File: src/rtl/mem_dma_engine_pkg.sv
// mem_dma_engine_pkg
// Shared definitions for the memory DMA engine.
// Contents: default address/data/length widths, the command opcodes and
// the engine state encoding.
package mem_dma_engine_pkg;

  localparam int AW_DEF = 8;   // 256-word memory
  localparam int DW_DEF = 16;  // 16-bit words
  localparam int LW_DEF = 9;   // length field holds 0..256

  localparam logic [1:0] OP_FILL = 2'd0;
  localparam logic [1:0] OP_COPY = 2'd1;
  localparam logic [1:0] OP_RD   = 2'd2;
  localparam logic [1:0] OP_WR   = 2'd3;

  typedef enum logic [2:0] {
    ST_IDLE  = 3'd0,
    ST_FILL  = 3'd1,
    ST_READ  = 3'd2,
    ST_WRITE = 3'd3,
    ST_SRD   = 3'd4,
    ST_SWR   = 3'd5,
    ST_DONE  = 3'd6
  } state_t;

endpackage

File: src/rtl/mem_dma_engine.sv
// mem_dma_engine
// Command-driven initiator for a single-port memory with combinational read
// and clocked write. Executes one command at a time: FILL, COPY, RD or WR.
// Ports:
//   clk, rst            clock, asynchronous active-high reset
//   start, op           command strobe (sampled in IDLE only) and opcode
//   src, dst, len       source/destination start addresses, word count
//   wdata               fill value (FILL) or write value (WR)
//   busy, done          command in progress / one-cycle completion pulse
//   rdata               result of the last RD command
//   mem_addr, mem_din,
//   mem_en, mem_dout    memory interface (address, write data, write
//                       enable, combinational read data)
module mem_dma_engine
  import mem_dma_engine_pkg::*;
#(
  parameter int AW = AW_DEF,
  parameter int DW = DW_DEF,
  parameter int LW = LW_DEF
) (
  input  logic          clk,
  input  logic          rst,
  input  logic          start,
  input  logic [1:0]    op,
  input  logic [AW-1:0] src,
  input  logic [AW-1:0] dst,
  input  logic [LW-1:0] len,
  input  logic [DW-1:0] wdata,
  output logic          busy,
  output logic          done,
  output logic [DW-1:0] rdata,
  output logic [AW-1:0] mem_addr,
  output logic [DW-1:0] mem_din,
  output logic          mem_en,
  input  logic [DW-1:0] mem_dout
);

  // Largest meaningful transfer: the whole memory.
  localparam logic [LW-1:0] MAX_LEN = LW'(2 ** AW);

  state_t        state_r, state_nx_s;
  logic [AW-1:0] src_ptr_r, dst_ptr_r;
  logic [LW-1:0] cnt_r, len_clamp_s;
  logic [DW-1:0] wval_r, buf_r, rdata_r;

  // Clamp the requested length to the memory size.
  always_comb begin
    len_clamp_s = len;
    if (len > MAX_LEN) begin
      len_clamp_s = MAX_LEN;
    end else begin
      len_clamp_s = len;
    end
  end

  // Next-state decision.
  always_comb begin
    state_nx_s = state_r;
    case (state_r)
      ST_IDLE: begin
        if (start) begin
          case (op)
            OP_FILL: state_nx_s = (len_clamp_s == {LW{1'b0}}) ? ST_DONE : ST_FILL;
            OP_COPY: state_nx_s = (len_clamp_s == {LW{1'b0}}) ? ST_DONE : ST_READ;
            OP_RD:   state_nx_s = ST_SRD;
            OP_WR:   state_nx_s = ST_SWR;
            default: state_nx_s = ST_IDLE;
          endcase
        end else begin
          state_nx_s = ST_IDLE;
        end
      end
      // cnt_r == 1 means the word being written this cycle is the last one.
      ST_FILL:  state_nx_s = (cnt_r == LW'(1)) ? ST_DONE : ST_FILL;
      ST_READ:  state_nx_s = ST_WRITE;
      ST_WRITE: state_nx_s = (cnt_r == LW'(1)) ? ST_DONE : ST_READ;
      ST_SRD:   state_nx_s = ST_DONE;
      ST_SWR:   state_nx_s = ST_DONE;
      ST_DONE:  state_nx_s = ST_IDLE;
      default:  state_nx_s = ST_IDLE;
    endcase
  end

  // State register, command capture, pointer/count stepping and read capture.
  always_ff @(posedge clk or posedge rst) begin
    if (rst) begin
      state_r   <= ST_IDLE;
      src_ptr_r <= {AW{1'b0}};
      dst_ptr_r <= {AW{1'b0}};
      cnt_r     <= {LW{1'b0}};
      wval_r    <= {DW{1'b0}};
      buf_r     <= {DW{1'b0}};
      rdata_r   <= {DW{1'b0}};
    end else begin
      state_r <= state_nx_s;
      case (state_r)
        ST_IDLE: begin
          if (start) begin
            src_ptr_r <= src;
            dst_ptr_r <= dst;
            cnt_r     <= len_clamp_s;
            wval_r    <= wdata;
          end
        end
        ST_FILL, ST_WRITE: begin
          dst_ptr_r <= dst_ptr_r + AW'(1);
          cnt_r     <= cnt_r - LW'(1);
        end
        ST_READ: begin
          buf_r     <= mem_dout;
          src_ptr_r <= src_ptr_r + AW'(1);
        end
        ST_SRD:  rdata_r <= mem_dout;
        default: ;
      endcase
    end
  end

  // Memory pins and status decoded from the current state.
  always_comb begin
    mem_addr = {AW{1'b0}};
    mem_din  = {DW{1'b0}};
    mem_en   = 1'b0;
    busy     = 1'b1;
    done     = 1'b0;
    case (state_r)
      ST_IDLE: busy = 1'b0;
      ST_FILL: begin
        mem_addr = dst_ptr_r;
        mem_din  = wval_r;
        mem_en   = 1'b1;
      end
      ST_READ: mem_addr = src_ptr_r;
      ST_WRITE: begin
        mem_addr = dst_ptr_r;
        mem_din  = buf_r;
        mem_en   = 1'b1;
      end
      ST_SRD: mem_addr = src_ptr_r;
      ST_SWR: begin
        mem_addr = dst_ptr_r;
        mem_din  = wval_r;
        mem_en   = 1'b1;
      end
      ST_DONE: done = 1'b1;
      default: busy = 1'b0;
    endcase
  end

  assign rdata = rdata_r;

endmodule

File: config.mk
export PLATFORM = sky130hd
export DESIGN_NAME = mem_dma_engine
export DESIGN_NICKNAME = d
export VERILOG_FILES = /design/src/rtl/mem_dma_engine_pkg.sv /design/src/rtl/mem_dma_engine.sv
export SDC_FILE = /design/constraint.sdc
export NUM_CORES = 1
export LEC_CHECK = 0
export ABC_AREA = 0
export CAP_MARGIN = 20
export CORE_MARGIN = 5
export CORE_UTILIZATION = 30
export CTS_CLUSTER_SIZE = 30
export DETAILED_ROUTE_END_ITERATION = 8
export SLEW_MARGIN = 30
export SYNTH_ARGS = -nofsm -noshare
export SYNTH_HDL_FRONTEND = slang
export SYNTH_SLANG_ARGS = --single-unit
File: constraint.sdc
create_clock -name clk -period 8.3 [get_ports clk]
set_clock_uncertainty 0.05 [all_clocks]
set_input_delay 2.49 -clock clk [delete_from_list [all_inputs] [get_ports clk]]
set_output_delay 2.49 -clock clk [all_outputs]
set_load 0.01 [all_outputs]
==> results.yml <==
drt:
  dr.first_iter.drc_count: 283
  dr_total_vias: 3350
  first_pass_iters: 4
  via_per_inst: 4.948
  routed_wl_mm: 11.35
  routedWlPerCell_um: 16.76
  ant_nets: 0
  drcViolationCount: 0
cells_and_area:
  layout.cells.most_common_list: "121 x nand2_1, 104 x clkdlybuf4s50_1, 76 x dfrtp_1"
  nFillCells: 1280
  mostFrequentLayoutCell: "nand2_1"
  area.growth.synth_to_final_pct: 40.15
  design_area_um2: 5311
  num_antenna_cells: 0
  drive_gt1_share_pct: 9.307
  nets: 567
  post-route-util_pct: 42.43
yosys:
  ys_seq_area_share_pct: 50.18
  ys.flop_type: "dfrtp_1"
  ys_types: 48
  ys_ff_latch: 76
  syn-cell-area_um2: 3790
  synth_fp_nets: 473
  avgSynthCellArea_um2: 9.312
  yosys.area.top_type: "dfrtp_1"
  synth_async_sr_flop_share_pct: 100.0
  yosysWarnings: 0
  synthCells: 407
  ys_top_cells_by_area: "dfrtp_1 50%, nand2_1 12%, mux2_2 4.8%"
  synth_top_area_share_pct: 50.18
  synth_edf_count: 0
worst_setup_path:
  cp.arrival_ps: 3300
  cp-start-kind: "flop"
  critPathKind: "flop to primary output"
  end_kind: "primary output"
  crit_fanout: 28
  critical_path_required_ps: 5760
pwr:
  seq_power_share_pct: 33.7
  power_switching_w: 0.0007717
  pwr-share-comb_pct: 43.5
  ir_drop_mv: 0.1618
  p_int_w: 0.001328
  p_leak_nw: 2.341
  p_sw_share_pct: 36.75
  p_clk_share_pct: 22.8
  powerDensity_nw_per_um2: 395.3
clock_tree:
  postCtsResizedCells: 0
  cts_tree: "yes"
  htree_num_levels: 3
  cts.path.max_buffers: 2
  clock-sinks: 76
  ctsHoldBuffers: 0
  path_clk_slew_ps: 60
  cts_made_buffers: 9
  cts_setup_buffers: 0
  clk_latency_ps: 330
  cts_root_buf: "clkbuf_16"
sta:
  fin_hold_ws_ps: 424.8
  max_slew_margin_pct: 48.12
  final_hold_viol_count: 0
  max_slew.worst_pin.slew_ps: 774.9
  max_freq_mhz: 171.3
  report.final.slew_viol_count: 0
  setup_violations: 0
  rsz0062_at_grt: "false"
  post-route-period-util_pct: 70.35
  period_needed_ps: 5839
  finalSetupTns_ps: 0
min_path:
  min_path_type: "flop to flop"
die:
  fp.coreArea_um2: 12520
  ioPinCount: 105
  die-area_um2: 14980
  std_cell_rows: 41
  initial_core_util_pct: 30.28
  fp.dieH_um: 122.4
  die_w_um: 122.4
flow_run:
  max_cap_viol_count: 0
run_status:
  status: "finished clean"
global_route:
  grt_max_degree: 77
  antenna_found_initial: 0
  grt_overflow: 0
  first_global_vias: 3501
  grt_pass1_wl_mm: 18.12
  grt_usage_pct: 15.42
placed_design:
  dpl_cell_area_um2: 4945
  dp_hpwl_mm: 8.010
  port_buffers: 104
  gp_congestion: 0.8303
-- Yosys cell counts, types with 7 or more instances --
cell type	number
a22oi_1	7
mux2_2	16
nand3_1	8
clkbuf_1	11
buf_2	9
and3_1	7
inv_1	8
dfrtp_1	76
a22o_1	16
a21oi_1	20
nor2_1	16
o21ai_0	11
nand2_1	121
-- registers in the layout, indices dropped and copies added, names as in the netlist --
register   flops
buf_r         16
rdata         16
wval_r        16
cnt_r          9
dst_ptr_r      8
src_ptr_r      8
state_r        3
-- cells by family (layout without fill, tap and decap cells) --
| group | count (synthesis) | count (layout) | share of synthesized area [%] |
|---|---|---|---|
| compound gates | 86 | 86 | 15.85 |
| mux | 17 | 17 | 5.018 |
| fa+ha+maj | 4 | 4 | 1.321 |
| buf+inv | 34 | 132 | 4.457 |
| simple gates | 190 | 190 | 23.18 |
| flops | 76 | 76 | 50.18 |
-- cell type report --
cell class | count | area [µm²] | share of cell area (%)
inverters | 8 | 30.03 | 0.5654
repair buffers | 109 | 1082 | 20.38
multi-input cells | 297 | 1719 | 32.37
clock buffers | 9 | 225.2 | 4.240
flip-flops and latches | 76 | 1902 | 35.81
clock inverters | 6 | 137.6 | 2.591
well taps | 172 | 215.2 | 4.052
-- path summary, 6_finish.rpt --
check	depth (start not counted)	start	slack, ps	end
max reg2reg	5	state_r[0]	5460	dst_ptr_r[5]
min	2	wval_r[13]	420	wval_r[13]
min in group asynchronous	3	rst	2620	buf_r[13]
max	4	state_r[0]	2460	mem_din[9]
max in group asynchronous	3	rst	5080	state_r[1]
min reg2reg	2	wval_r[13]	420	wval_r[13]
-- power groups by stage --
| stage | Combinational [W] | Sequential [W] | Clock [W] |
|---|---|---|---|
| after floorplan | 0.000571 | 0.000668 | 0 |
| after global placement | 0.000899 | 0.000709 | 0 |
| after detailed placement | 0.000919 | 0.000715 | 0 |
| after CTS | 0.000926 | 0.000709 | 0.000488 |
| after global routing | 0.00102 | 0.000736 | 0.000501 |
| final | 0.000913 | 0.000709 | 0.000478 |
-- metrics by stage --
stage                     setup slack, ps  std cells  total power, W
after floorplan                      3822        407        0.001239
after global placement               2952        662        0.001608
after detailed placement             2818        662        0.001634
after global routing                 2263        677        0.002257
final                                2461        677        0.002100
after CTS                            2468        677        0.002123
-- routing by layer --
metal | share of wire [%] | global-route usage (%)
met1 | 44 | 19.98
met2 | 49 | 25.73
met3 | 4.0 | 2.673
met4 | 2.7 | 5.878
met5 | 0 | 0
-- worst max-delay path, stage by stage, from the launching register on --
cell and delay, ps:
dfrtp_1 840, nor2b_1 610, and2_1 710, a22o_1 270, clkdlybuf4s50_1 540
Note: power is estimated with default switching activity, not from simulation.
